==> config.mk <==
export PLATFORM = sky130hd
export DESIGN_NAME = test_flat
export DESIGN_NICKNAME = d
export VERILOG_FILES = /design/src/rtl/test_pkg.sv /design/src/rtl/test_if.sv /design/src/rtl/test_stage.sv /design/src/rtl/test.sv /design/src/flat_wrapper.sv
export SDC_FILE = /design/constraint.sdc
export NUM_CORES = 1
export LEC_CHECK = 0
export CAP_MARGIN = 20
export CORE_MARGIN = 10
export CORE_UTILIZATION = 55
export CTS_CLUSTER_SIZE = 8
export DETAILED_ROUTE_END_ITERATION = 8
export DONT_BUFFER_PORTS = 1
export GPL_TIMING_DRIVEN = 1
export PLACE_DENSITY = 0.7
export RECOVER_POWER = 100
export SYNTH_ARGS = -nofsm -noshare
export SYNTH_HDL_FRONTEND = slang
export SYNTH_SLANG_ARGS = --single-unit
==> constraint.sdc <==
create_clock -name clk -period 3 [get_ports clk]
set_clock_uncertainty 0.2 [all_clocks]
set_input_delay 0.45 -clock clk [delete_from_list [all_inputs] [get_ports clk]]
set_output_delay 0.45 -clock clk [all_outputs]
set_load 0.02 [all_outputs]
==> src/rtl/test_pkg.sv <==
// Shared constants and types for the two-stage sum/difference pipeline.
package test_pkg;

    localparam int WIDTH_DEF = 16;

    typedef logic [WIDTH_DEF-1:0] word_t;

    typedef enum logic {
        STAGE_ADD = 1'b0,
        STAGE_SUB = 1'b1
    } stage_mode_e;

endpackage

==> src/rtl/test_if.sv <==
// Sample-stream bundle: enable and input word toward the block, both stage results back.
interface test_if
    import test_pkg::*;
#(
    parameter int WIDTH = WIDTH_DEF
);

    logic             en;
    logic [WIDTH-1:0] inp;
    logic [WIDTH-1:0] outp_midi;
    logic [WIDTH-1:0] outp;

    modport master (
        output en,
        output inp,
        input  outp_midi,
        input  outp
    );

    modport slave (
        input  en,
        input  inp,
        output outp_midi,
        output outp
    );

endinterface

==> src/rtl/test_stage.sv <==
// One pipeline stage: remembers the last accepted word and registers word +/- history.
module test_stage
    import test_pkg::*;
#(
    parameter int          WIDTH = WIDTH_DEF,
    parameter stage_mode_e MODE  = STAGE_ADD
) (
    input  logic             clk,
    input  logic             rst_n,
    input  logic             en,
    input  logic [WIDTH-1:0] d,
    output logic [WIDTH-1:0] q
);

    logic [WIDTH-1:0] hist;
    logic [WIDTH-1:0] res;

    // Modulo 2^WIDTH by truncation; carries and borrows are dropped.
    always_comb begin
        if (MODE == STAGE_ADD) begin
            res = d + hist;
        end else begin
            res = d - hist;
        end
    end

    always_ff @(posedge clk or negedge rst_n) begin
        if (!rst_n) begin
            hist <= '0;
            q    <= '0;
        end else if (en) begin
            hist <= d;
            q    <= res;
        end
    end

endmodule

==> src/rtl/test.sv <==
// Two-stage pipeline: stage 1 sums adjacent accepted samples, stage 2 differences adjacent sums.
module test
    import test_pkg::*;
#(
    parameter int WIDTH = WIDTH_DEF
) (
    input  logic clk,
    input  logic rst_n,
    test_if.slave bus
);

    logic [WIDTH-1:0] midi;
    logic [WIDTH-1:0] diff;

    test_stage #(
        .WIDTH (WIDTH),
        .MODE  (STAGE_ADD)
    ) u_stage_add (
        .clk   (clk),
        .rst_n (rst_n),
        .en    (bus.en),
        .d     (bus.inp),
        .q     (midi)
    );

    // Stage 2 shares the enable, so its history is the previous stage-1 result.
    test_stage #(
        .WIDTH (WIDTH),
        .MODE  (STAGE_SUB)
    ) u_stage_sub (
        .clk   (clk),
        .rst_n (rst_n),
        .en    (bus.en),
        .d     (midi),
        .q     (diff)
    );

    assign bus.outp_midi = midi;
    assign bus.outp      = diff;

endmodule

==> src/flat_wrapper.sv <==
// flat-port wrapper written by rule: the top's interface ports become plain ports
module test_flat import test_pkg::*;
#(
    parameter int WIDTH = WIDTH_DEF
)
  (clk, rst_n, bus_en, bus_inp, bus_outp_midi, bus_outp);
  test_if #(.WIDTH(WIDTH)) bus_i ();
  input  logic clk;
  input  logic rst_n;
  input wire logic [$bits(bus_i.en)-1:0] bus_en;
  input wire logic [$bits(bus_i.inp)-1:0] bus_inp;
  output wire logic [$bits(bus_i.outp_midi)-1:0] bus_outp_midi;
  output wire logic [$bits(bus_i.outp)-1:0] bus_outp;
  assign bus_i.en = bus_en;
  assign bus_i.inp = bus_inp;
  assign bus_outp_midi = bus_i.outp_midi;
  assign bus_outp = bus_i.outp;
  test #(.WIDTH(WIDTH)) u_core (.clk(clk), .rst_n(rst_n), .bus(bus_i));
endmodule
Yosys cells after proc, flatten, opt, wreduce, memory -nomap -nowiden
Index checks and enable logic that the tools add are counted.

operators by class
  div/mod/pow operators = 0
  add/subtract/negate cells = 2
  reduce and logical (&&, ||, !) cells = 0
  shift operators = 0
  multiply operators = 0
  bitwise operators = 0
  muxes and demuxes = 0
  equal/unequal tests = 0
  $lt $le $gt $ge = 0

operators by type and width
  operator           count
  16-bit adder       1
  16-bit subtractor  1

storage, ports and cells
  register bits = 64
  bits in writable memories = 0
  input bits = 19
  memories kept = 0
  ROM bits = 0
  latch bits = 0

Logic depth before layout (Yosys ltp)
  word-level depth = 1
  depth in mapped cells = 9
  mapped depth without buffers = 9

By module
Synthesis repeated with hierarchy kept, for this count alone.

unflattened totals
  cells, all modules = 377
  area, all modules = 3877.5 um^2

modules (own cells, without submodules)
  module                           area each (um^2)  seq. area each (um^2)  cells an instance  times used
  test_stage (u_core.u_stage_sub)  1954.4            800.8                  201                1
  test_stage (u_core.u_stage_add)  1923.1            800.8                  176                1

Worst setup path before layout
No wires, ideal clock.

  kind = input to register
  start point = input port bus_inp[0]
  end point = register u_core.u_stage_add.q[10]
  arrival = 2172 ps
  slack = 497 ps
  stages = 8
  library setup time = 132 ps
  path through = ha_1 > fa_1 > a21o_1 > a221oi_2 > o21ai_1 > a311o_1 > nand3_1 > o21ai_1

between the ends
  cells in the longest elaborated chain, start to end = 1

ends and longest elaborated chain
  item                  line                text
  start, declared       flat_wrapper.sv:11  input wire logic [$bits(bus_i.inp)-1:0] bus_inp;
  16-bit adder          test_stage.sv:21    res = d + hist;
  end signal, assigned  test_stage.sv:33    q <= res;
  end, declared         test_stage.sv:12    output logic [WIDTH-1:0] q

Every way passes these cells.
A chain may end at the register's enable or synchronous reset.

Worst setup path in the final report
  start point = register u_core.u_stage_add.q[2]
  end point = register u_core.u_stage_sub.q[15]

between the ends
  cells in the longest elaborated chain, start to end = 1

ends and longest elaborated chain
  item                  line              text
  16-bit subtractor     test_stage.sv:23  res = d - hist;
  end signal, assigned  test_stage.sv:33
  end, declared         test_stage.sv:12

Every way passes these cells.

==> results.yml <==
power:
  total_power_w: 0.00379
  leakage_nw: 1.82
  comb_power_share: 0.384
  sw_frac_of_total: 0.401
  share_clk_of_total_power: 0.211
  p_int_w: 0.00227
  switching_power_w: 0.00152
  vdd_drop_max_uv: 402
  cellPowerDensity_mw_per_mm2: 922
  power_frac_seq: 0.405
timing:
  report.final.hold_viol_count: 0
  setup_viol: 0
  finalSetupTns_ns: 0
  rsz0062_at_grt: "no"
  post-route-min-period_ns: 2.72
  max_freq_mhz: 368
  worst_pin_slew_ns: 1.52
  relSlewSlack: -0.0106
  fin_crit_sh: 0.906
  slew_violations: 65
outcome:
  violations: "max-capacitance violations, max-slew violations"
  outcome: "complete, but fails checks"
worst_setup_path:
  rr_startpoint: "u_core.u_stage_add.q[2]"
  r2r-end: "u_core.u_stage_sub.q[15]"
  worst_ep_arrival_time_ns: 2.76
  critPathLaunchType: "flip-flop"
  r2r_slack_ns: 0.28
  slowest_stage: "dfrtp_1"
  slowest_delay_ns: 0.49
  critPathKind: "flip-flop to flip-flop"
  critPathCaptureType: "flip-flop"
  reg2regPathDepth: 7
  crit_family: "compound AO/OA/AOI/OAI gates"
  cp_num_buf_inv: 0
  path_cells: "ha_1 > o21a_1 > o31a_1 > o21ai_0 > o311ai_0 > xnor2_1 > mux2_2"
  worstPathMaxFanout: 4
  crit_required_ns: 3.04
placed_design:
  post-dp-hpwl_mm: 5.54
  gp_congestion: 0.837
  port-buffer-count: 0
logic_synthesis:
  yosys.area_share.simple: 0.101
  yosys_warnings: 0
  synth-compound-area-share: 0.180
  synth.net_count: 429
  muxShareOfSynthArea: 0.102
  synth_cell_types: 48
  ys_seq_elements: 64
  synth_top_family_by_area: "compound AO/OA/AOI/OAI gates"
  synthAdderAreaFrac: 0.109
  yosysSeqAreaShare: 0.420
  synth_cells: 378
  synth_xor_area_frac: 0.0460
  post_synth.cell_area_avg_sq_um: 10.1
  syn-cell-area_sq_mm: 0.00381
routing:
  first_pass_iters: 4
  finalWirelength_mm: 7.70
  drt_iter0_drc: 115
  drc: 0
  ant_nets: 0
  vias_per_cell: 5.74
  vias: 2667
  wire_per_inst_um: 16.6
clock_network:
  ctsRootBufferMaster: "clkbuf_8"
  clk_pin_slew_worst_paths_ns: 0.07
  htree_num_levels: 3
  post_cts_buffers: 0
  cts_made_buffers: 9
  cts_tree: "yes"
  cts_buffer_depth: 2
  post_cts_resized: 0
  cts_num_sinks: 64
  clock_latency_ns: 0.35
layout:
  fin_nets: 431
  nFillCells: 565
  syn_to_final_growth_pct: 7.98
  drive_above_1_share: 0.156
  antenna-diode-count: 0
hold_path:
  holdPathEnd: "u_core.u_stage_sub.hist[12]"
  whs_path_depth: 1
  hold_path_startpoint: "bus_en"
  min_path_type: "input pin to flip-flop"
global_route:
  grt_use_total: 0.153
  grt_max_degree: 79
  first_global_vias: 2711
  grt_pass1_wl_mm: 12.8
  gr-total-overflow: 0
  grt_antenna_before_repair: 0
floorplan:
  core_area_sq_mm: 0.00676
  die_h_um: 103
  io_pins: 51
  die_w_um: 103
  die_area_sq_mm: 0.0107
  rows: 30
  start_util: 0.564
flow_run:
  cap_violations: 1
-- metal layers --
layer / share of wire / vias to the layer above / GRT usage
met5: 0 / - / 0
met4: 0.018 / 0 / 0.0642
met3: 0.070 / 10 / 0.0532
met2: 0.47 / 49 / 0.249
met1: 0.44 / 1248 / 0.181
li1: - / 1360 / -
-- power by group through the flow --
stage               Sequential, W  Clock (W)  Combinational (W)
finish                    0.00154   0.000801            0.00145
global route              0.00158   0.000858            0.00164
detailed placement        0.00157          0            0.00142
floorplan                 0.00148          0            0.00122
global placement          0.00156          0            0.00139
CTS                       0.00155   0.000817            0.00147
-- metrics by stage --
step	cell area [sq um]	utilization	cells	hold WS, ns	setup slack (ns)
floorplan	3810	-	378	-0.0456	0.497
global placement	3860	0.571	445	-0.0428	0.388
detailed placement	3860	0.571	445	-0.0428	0.353
CTS	4140	0.612	465	0.00269	0.379
global route	4110	0.609	465	0.00301	0.173
finish	4110	0.609	465	0.0180	0.283
-- synth_stat cells (all sizes together) --
master,n,area share
mux2,34,0.10
a311o,1,0.0026
and3,1,0.0016
xnor2,15,0.034
o31a,4,0.0095
fa,2,0.011
o221a,1,0.0030
o21bai,1,0.0020
clkbuf,11,0.011
o21a,7,0.014
a2bb2oi,1,0.0023
buf,3,0.0039
nand4b,1,0.0023
nor2,13,0.013
or3,1,0.0016
o21ai,36,0.047
nand4,5,0.0082
o31ai,6,0.015
a21oi,22,0.030
a31oi,4,0.0066
dfrtp,64,0.42
xor2,5,0.011
or4b,1,0.0026
nor4,1,0.0016
a21boi,2,0.0039
nor2b,5,0.0082
nand3b,2,0.0039
a221oi,1,0.0039
a31o,1,0.0023
nor3,7,0.0092
o311ai,4,0.0092
ha,30,0.099
a211o,1,0.0023
nand3,8,0.011
o211ai,3,0.0059
or2,2,0.0033
or3b,1,0.0023
inv,28,0.028
nand2,33,0.033
a211oi,2,0.0039
a21o,8,0.016
-- worst reg2reg max path: stages, from the launching register on --
cell and delay, ns:
dfrtp_1 0.49, ha_1 0.40, o21a_1 0.22, o31a_1 0.13
o21ai_0 0.47, o311ai_0 0.26, xnor2_1 0.17, mux2_2 0.27
-- area by class of cell --
| class | count | area [sq um] | share of cell area |
|---|---|---|---|
| multi-input cells | 272 | 2050 | 0.497 |
| flip-flops and latches | 64 | 1600 | 0.389 |
| repair buffers | 5 | 42.5 | 0.0103 |
| inverters | 28 | 105 | 0.0256 |
| clock buffers | 14 | 183 | 0.0444 |
| well taps | 80 | 100 | 0.0243 |
| clock inverters | 2 | 35.0 | 0.00852 |
-- placed cells by master (no fill, tap or decap), types with 7 or more instances in the layout --
cell type  synthesis  final
a21o_1             8      8
o21a_1             7      7
nor3_1             7      7
dfrtp_1           64     64
nand3_1            8      8
xnor2_1           15     15
nand2_1           33     33
clkbuf_8           0     13
a21oi_1           21     21
o21ai_0           33     36
mux2_2            33     33
nor2_1            13     13
inv_1             28     28
ha_1              30     30
-- timing repair --
item | 4_1_cts | 5_1_grt
setup endpoints to repair | 0 | 0
hold buffers | 4 | 0
endpoints found under the hold margin | 68 | 0
-- worst max-delay path by stage --
stage,from,endpoint,cells past startpoint
global placement,bus_inp[0],u_core.u_stage_add.q[12],8
CTS,u_core.u_stage_add.q[0],u_core.u_stage_sub.q[14],9
detailed placement,bus_inp[0],u_core.u_stage_add.q[10],8
global route,u_core.u_stage_add.q[6],u_core.u_stage_sub.q[15],7
floorplan,bus_inp[0],u_core.u_stage_add.q[10],8
finish,u_core.u_stage_add.q[2],u_core.u_stage_sub.q[15],7
-- registers in the layout, summed over array words and instances (netlist names) --
register and count:
u_core.u_stage_sub.hist 16, u_core.u_stage_add.hist 16, u_core.u_stage_add.q 16, u_core.u_stage_sub.q 16
-- logic make-up (layout without fill, tap and decap cells) --
logic type | Yosys count | after routing
AOI/OAI and AO/OA | 105 | 105
xor gates and xnor gates | 20 | 20
adders and majority gates | 32 | 32
buffers and inverters | 42 | 49
DFF | 64 | 64
muxes | 34 | 34
and+or+nand+nor | 81 | 81
No activity file was read; power rests on OpenSTA's default activity.
